### src/rtl/uart_pkg.sv
// Shared definitions for the memory-mapped UART transmitter: register offsets,
// STATUS bit positions and the transmit FSM state type.
package uart_pkg;

  localparam logic [3:0] UART_TXDATA = 4'h0;
  localparam logic [3:0] UART_STATUS = 4'h4;
  localparam logic [3:0] UART_DIV    = 4'h8;

  localparam int unsigned ST_FULL    = 0;
  localparam int unsigned ST_EMPTY   = 1;
  localparam int unsigned ST_BUSY    = 2;
  localparam int unsigned ST_OVF     = 3;
  localparam int unsigned ST_CNT_LSB = 8;
  localparam int unsigned ST_CNT_W   = 4;

  typedef enum logic [1:0] {
    IDLE,
    START,
    DATA,
    STOP
  } uart_state_t;

  // A zero divisor would stall the bit counter, so it is stored as 1.
  function automatic logic [15:0] div_sanitize(input logic [15:0] v);
    return (v == 16'd0) ? 16'd1 : v;
  endfunction

endpackage

### src/rtl/sync_fifo.sv
// Single-clock FIFO with wrap-bit pointers; full is derived from the pointers
// alone, so a push is refused when full regardless of any same-cycle pop.
module sync_fifo #(
  parameter int unsigned WIDTH = 8,
  parameter int unsigned DEPTH = 8
) (
  input  logic                     clk,
  input  logic                     reset_n,
  input  logic                     push,
  input  logic                     pop,
  input  logic [WIDTH-1:0]         din,
  output logic [WIDTH-1:0]         dout,
  output logic                     full,
  output logic                     empty,
  output logic [$clog2(DEPTH):0]   count
);

  localparam int unsigned AW = $clog2(DEPTH);

  logic [AW:0]      wptr_q, wptr_d;
  logic [AW:0]      rptr_q, rptr_d;
  logic [WIDTH-1:0] mem_q [DEPTH];
  logic             do_push;
  logic             do_pop;

  assign count = wptr_q - rptr_q;
  assign empty = (wptr_q == rptr_q);
  assign full  = (wptr_q[AW] != rptr_q[AW]) && (wptr_q[AW-1:0] == rptr_q[AW-1:0]);
  assign dout  = mem_q[rptr_q[AW-1:0]];

  always_comb begin
    do_push = push && !full;
    do_pop  = pop && !empty;
    wptr_d  = wptr_q + {{AW{1'b0}}, do_push};
    rptr_d  = rptr_q + {{AW{1'b0}}, do_pop};
  end

  always_ff @(posedge clk or negedge reset_n) begin
    if (!reset_n) begin
      wptr_q <= '0;
      rptr_q <= '0;
    end else begin
      wptr_q <= wptr_d;
      rptr_q <= rptr_d;
    end
  end

  always_ff @(posedge clk) begin
    if (do_push) mem_q[wptr_q[AW-1:0]] <= din;
  end

endmodule

### src/rtl/mmio_uart_tx.sv
// Memory-mapped 8N1 UART transmitter: bus decode, STATUS/DIVISOR registers,
// transmit FIFO and the serialising FSM.
module mmio_uart_tx
  import uart_pkg::*;
#(
  parameter logic [31:0] BASE_ADDR  = 32'hFFFF_0000,
  parameter int unsigned FIFO_DEPTH = 8,
  parameter logic [15:0] DIV_RESET  = 16'd868
) (
  input  logic        clk,
  input  logic        reset_n,
  input  logic        we,
  input  logic [31:0] addr,
  input  logic [31:0] wd,
  output logic [31:0] rd,
  output logic        hit,
  output logic        tx
);

  localparam int unsigned CW = $clog2(FIFO_DEPTH) + 1;

  logic [3:0]    offset;
  logic          wr_txdata, wr_status, wr_div;
  logic          fifo_push, fifo_pop, fifo_full, fifo_empty;
  logic [7:0]    fifo_dout;
  logic [CW-1:0] fifo_count;
  logic [31:0]   status_w;
  logic          unused_bits;

  uart_state_t state_q, state_d;
  logic [15:0] cnt_q, cnt_d;
  logic [2:0]  bit_q, bit_d;
  logic [7:0]  shift_q, shift_d;
  logic        tx_q, tx_d;
  logic [15:0] div_q, div_d;
  logic        ovf_q, ovf_d;

  assign offset      = addr[3:0];
  assign hit         = (addr[31:4] == BASE_ADDR[31:4]);
  assign wr_txdata   = we && hit && (offset == UART_TXDATA);
  assign wr_status   = we && hit && (offset == UART_STATUS);
  assign wr_div      = we && hit && (offset == UART_DIV);
  assign fifo_push   = wr_txdata && !fifo_full;
  assign fifo_pop    = (state_q == IDLE) && !fifo_empty;
  assign tx          = tx_q;
  assign unused_bits = ^wd[31:16];

  sync_fifo #(
    .WIDTH(8),
    .DEPTH(FIFO_DEPTH)
  ) u_fifo (
    .clk    (clk),
    .reset_n(reset_n),
    .push   (fifo_push),
    .pop    (fifo_pop),
    .din    (wd[7:0]),
    .dout   (fifo_dout),
    .full   (fifo_full),
    .empty  (fifo_empty),
    .count  (fifo_count)
  );

  always_comb begin
    status_w                               = '0;
    status_w[ST_FULL]                      = fifo_full;
    status_w[ST_EMPTY]                     = fifo_empty;
    status_w[ST_BUSY]                      = (state_q != IDLE);
    status_w[ST_OVF]                       = ovf_q;
    status_w[ST_CNT_LSB +: ST_CNT_W]       = ST_CNT_W'(fifo_count);
    rd = '0;
    if (hit) begin
      case (offset)
        UART_STATUS: rd = status_w;
        UART_DIV:    rd = {16'd0, div_q};
        default:     rd = '0;
      endcase
    end
  end

  always_comb begin
    ovf_d = ovf_q;
    if (wr_txdata && fifo_full)         ovf_d = 1'b1;
    else if (wr_status && wd[ST_OVF])   ovf_d = 1'b0;
    div_d = div_q;
    if (wr_div) div_d = div_sanitize(wd[15:0]);
  end

  // Every bit boundary reloads the period counter from the live divisor, so a
  // divisor write lands on the next bit; tx_d is the level of the next cycle.
  always_comb begin
    state_d = state_q;
    cnt_d   = cnt_q;
    bit_d   = bit_q;
    shift_d = shift_q;
    tx_d    = tx_q;
    case (state_q)
      IDLE: begin
        tx_d = 1'b1;
        if (!fifo_empty) begin
          shift_d = fifo_dout;
          cnt_d   = div_q - 16'd1;
          state_d = START;
          tx_d    = 1'b0;
        end
      end
      START: begin
        if (cnt_q == 16'd0) begin
          state_d = DATA;
          bit_d   = 3'd0;
          cnt_d   = div_q - 16'd1;
          tx_d    = shift_q[0];
        end else begin
          cnt_d = cnt_q - 16'd1;
        end
      end
      DATA: begin
        if (cnt_q == 16'd0) begin
          cnt_d = div_q - 16'd1;
          if (bit_q == 3'd7) begin
            state_d = STOP;
            tx_d    = 1'b1;
          end else begin
            bit_d   = bit_q + 3'd1;
            shift_d = shift_q >> 1;
            tx_d    = shift_q[1];
          end
        end else begin
          cnt_d = cnt_q - 16'd1;
        end
      end
      STOP: begin
        tx_d = 1'b1;
        if (cnt_q == 16'd0) state_d = IDLE;
        else                cnt_d   = cnt_q - 16'd1;
      end
      default: state_d = IDLE;
    endcase
  end

  always_ff @(posedge clk or negedge reset_n) begin
    if (!reset_n) begin
      state_q <= IDLE;
      cnt_q   <= '0;
      bit_q   <= '0;
      shift_q <= '0;
      tx_q    <= 1'b1;
      div_q   <= DIV_RESET;
      ovf_q   <= 1'b0;
    end else begin
      state_q <= state_d;
      cnt_q   <= cnt_d;
      bit_q   <= bit_d;
      shift_q <= shift_d;
      tx_q    <= tx_d;
      div_q   <= div_d;
      ovf_q   <= ovf_d;
    end
  end

endmodule
### config.mk
export PLATFORM = sky130hd
export DESIGN_NAME = mmio_uart_tx
export DESIGN_NICKNAME = d
export VERILOG_FILES = /design/src/rtl/uart_pkg.sv /design/src/rtl/sync_fifo.sv /design/src/rtl/mmio_uart_tx.sv
export SDC_FILE = /design/constraint.sdc
export NUM_CORES = 1
export LEC_CHECK = 0
export ABC_CLOCK_PERIOD_IN_PS = 4500
export CAP_MARGIN = 25
export CORE_MARGIN = 5
export CORE_UTILIZATION = 40
export DETAILED_ROUTE_END_ITERATION = 10
export SLEW_MARGIN = 20
export SYNTH_ARGS = -nofsm -noshare
export SYNTH_HDL_FRONTEND = slang
export SYNTH_SLANG_ARGS = --single-unit
### constraint.sdc
create_clock -name clk -period 4.5 [get_ports clk]
set_input_delay 0.675 -clock clk [delete_from_list [all_inputs] [get_ports clk]]
set_output_delay 0.675 -clock clk [all_outputs]
set_load 0.005 [all_outputs]
==> summary by stage <==
Synth
The number of enable flip-flop cells after synthesis is 64. In this run the cell area of the synthesized design comes to slightly above 6000 um2. In this run, distinct cell masters in the synthesized netlist total 70. The share of async-settable or async-resettable flops after synthesis is 46.2%. The post-synthesis average cell area is 12.2 um2. The synthesis warning total is 0.

The prevailing post-synth register cell is sky130_fd_sc_hd__edfxtp_1. The sequential element share of the synthesized area is around 54%. The cell count after synthesis is 502. In this run, synthesis produced a sequential element count of approximately 120.

GRT
The number of global-route vias before repair is 4397. The number of antenna violations at the first check in global routing is 0. Entering global routing, the biggest net connects 56 pins. The total overflow reported by the global router is 0. The global-route total usage across every layer is between 10% and 20%. The first global-routing pass estimated 23600 um of wire.

Pwr
The total power draw is 2700 uW. IR analysis of the VDD net gives a maximum drop of 303 uV. The power per cell area is 357 nW/um2. The leakage component of the power is 0.00299 uW.

CTS
The clock passes through at most 2 buffers. Clock tree synthesis inserted a total of 17 buffers. The CTS tree is built.

The cell sitting at the root of the clock tree is a sky130_fd_sc_hd__clkbuf_16. After clock tree synthesis, the clock-pin slew on the worst setup and hold paths is 0.05 ns. The number of gates resized after CTS was 0. Clock latency on the worst-skew pair, taken at its later pin, is approximately 0.42 ns.

CTS saw between 100 and 150 sinks. The buffer count from post-CTS setup fixing is 0. The number of H-tree levels is 4. The hold buffer count at cts is 0.

Status
The flow ran to the end, and the final reports show no timing, DRC or antenna violations.

Die
The die is 134 um tall. In this run the core area contains 45 standard-cell rows. The top-level port count is 101. The initial core utilization is 40.5%. The die outline area is roughly 18000 um2. The core outline area is 15100 um2.

The die span in x is 134 um.

Setup path
Along the worst path, the maximum fanout reaches 14. The critical path capture point type is a primary output. The worst path buffer plus inverter count is 3. Counting stages on the worst path, the most repeated cell is sky130_fd_sc_hd__clkdlybuf4s50_1.

For the worst setup path, the data required time is ~3.8 ns. The worst setup path is of the primary input to primary output kind. The largest single stage delay on the critical path is between 0.7 and 0.8 ns. The worst setup path is launched from a primary input. The largest individual stage delay along the critical path comes from the cell sky130_fd_sc_hd__or4_1. STA puts the critical path data arrival time at 3.18 ns. The family with the most delay on the worst path is simple AND/OR/NAND/NOR gates. The critical path goes through clkdlybuf4s50_1, nor4_1, nand4_1, or4_1, clkinv_2, and3_1, clkdlybuf4s50_1.

STA
The final worst slack is between 0.6 and 0.7 ns. The maximum clock frequency is 0.259 GHz. The final-report setup violation count is 0. The routed design could run at a clock period as short as 3.86 ns. The final count of hold timing violations was 0.

The clock arrives with 0.00546 ns of skew. The final cycle utilization of the critical path is 85.7%. The count of final max-slew check failures is 0. The setup TNS after final layout is 0 ns.

Setup repair after global routing left no endpoint under its margin. The worst slew margin relative to its limit is between 30% and 40%. At the pin with the least slew margin, the transition time is 0.895 ns.

Hold path
The path class of the tightest hold or removal check is primary input to asynchronous set/reset pin.

Route
Summed over all layers, the routed wires come to around 15000 um. The via total after detailed routing is 4441. The detail-routed net length per standard cell is 18.8 um.

The first routing iteration left 360 violations. Dividing the detail-routed via count by the number of cells gives 5.70. In this run the remaining antenna-violating nets after routing total 0. The first-pass detailed-route iteration total is 5. After detailed routing, the number of remaining DRC violations is 0.

Final layout
After routing the design area is 7550 um2. The top cell types in the final layout, fill and taps aside, are 67 x sky130_fd_sc_hd__clkdlybuf4s50_1, 64 x sky130_fd_sc_hd__edfxtp_1, 49 x sky130_fd_sc_hd__dfrtp_1. The end-of-flow core utilization is 49.9%. The number of nets in the final layout is approximately 660. The layout has 1355 filler cells. 0 antenna diodes ended up in the layout. Cells with a size suffix above 1 make up around 15% of the layout. The library cell used most frequently in the layout, excluding fill and tap cells, is sky130_fd_sc_hd__clkdlybuf4s50_1. Registers take 3310 um2. Compared with the post-synthesis result, the final layout area differs by 23.2%. The area of the multi-input gates is 2600 um2.

Placed design
After detailed placement, the total cell area comes to ~7000 um2. The worst setup slack after placement is 0.610 ns. The count of buffers from port buffering is 68. The placed wire-length estimate is approximately 10000 um.

Routability-driven placement finished with a final weighted congestion of 0.890.

Job
The tool flagged a number of max-cap violations equal to 0.
==> synthesized netlist by cell type (12+ instances only) <==
master / instances / area (um2)
sky130_fd_sc_hd__edfxtp_1: 64 / 1920
sky130_fd_sc_hd__dfrtp_1: 49 / 1230
sky130_fd_sc_hd__nor2_1: 39 / 146
sky130_fd_sc_hd__nand2_1: 32 / 120
sky130_fd_sc_hd__nor3_1: 18 / 90.1
sky130_fd_sc_hd__o21ai_0: 18 / 90.1
sky130_fd_sc_hd__a21oi_1: 17 / 85.1
sky130_fd_sc_hd__buf_4: 16 / 120
sky130_fd_sc_hd__mux4_2: 16 / 360
sky130_fd_sc_hd__ha_1: 15 / 188
sky130_fd_sc_hd__inv_1: 15 / 56.3
sky130_fd_sc_hd__clkbuf_1: 12 / 45.0
sky130_fd_sc_hd__nand3_1: 12 / 60.1
sky130_fd_sc_hd__nor4_1: 12 / 75.1
==> kinds of logic (layout without fill, tap and decap cells) <==
| family | Yosys count | after routing | synth area share, % |
|---|---|---|---|
| compound gates | 96 | 96 | 11.2 |
| other cells | 1 | 16 | 0.0612 |
| buf+inv | 55 | 129 | 4.63 |
| flops | 119 | 119 | 53.9 |
| simple gates | 163 | 163 | 14.5 |
| xor+xnor | 17 | 17 | 2.43 |
| fa+ha+maj | 16 | 16 | 3.39 |
| mux | 35 | 35 | 9.88 |
==> state kept, by name (all words and copies together), names as in the netlist <==
register       count
state_q            2
ovf_q              1
bit_q              3
cnt_q             16
u_fifo.rptr_q      4
tx                 1
shift_q            8
u_fifo.mem_q      64
u_fifo.wptr_q      4
div_q             16
==> report_power, final <==
part	internal, uW	leakage, uW	switching [uW]
combinational	81.1	0.00139	82.3
sequential	1180	0.00132	19.0
clock	817	0.000284	516
==> worst register-to-register path, cell delays in order (launching register included) <==
cell	delay (ns)
sky130_fd_sc_hd__dfrtp_1	0.56
sky130_fd_sc_hd__clkinv_1	0.42
sky130_fd_sc_hd__ha_1	0.48
sky130_fd_sc_hd__nand3_1	0.16
sky130_fd_sc_hd__nor3_1	0.72
sky130_fd_sc_hd__a21o_1	0.51
sky130_fd_sc_hd__nor3_1	0.14
sky130_fd_sc_hd__a221o_1	0.33
==> through the flow <==
stage	std cells	hold WS, ns
2_1_floorplan	517	0.379
3_3_place_gp	747	0.458
3_5_place_dp	748	0.473
4_1_cts	779	0.424
5_1_grt	779	0.448
6_report	779	0.386
==> area by class of cell <==
| class | instances | share of cell area [%] |
|---|---|---|
| repair buffers | 81 | 10.2 |
| clock buffers | 17 | 5.63 |
| clock inverters | 14 | 2.00 |
| flip-flops and latches | 119 | 43.8 |
| multi-input cells | 343 | 34.4 |
| well taps | 188 | 3.11 |
| inverters | 17 | 0.861 |
==> per-layer routing <==
| metal | vias up | share of wire (%) | GRT usage, % |
|---|---|---|---|
| li1 | 2063 | - | - |
| met1 | 2229 | 45 | 22.7 |
| met2 | 138 | 49 | 27.3 |
| met3 | 11 | 5.2 | 4.84 |
| met4 | 0 | 0.85 | 4.40 |
| met5 | - | 0 | 0 |
==> worst paths after layout <==
check | startpoint | to | slack [ns] | depth (start not counted)
setup / recovery | addr[6] | rd[5] | 0.64 | 7
hold / removal | reset_n | cnt_q[14] | 0.39 | 2
setup reg to reg | u_fifo.rptr_q[2] | cnt_q[9] | 1.07 | 7
hold reg to reg | shift_q[7] | shift_q[7] | 0.49 | 1
max in group asynchronous | reset_n | div_q[13] | 3.61 | 2
min in group clk | shift_q[7] | shift_q[7] | 0.49 | 1
No activity file was read; power rests on OpenSTA's default activity.
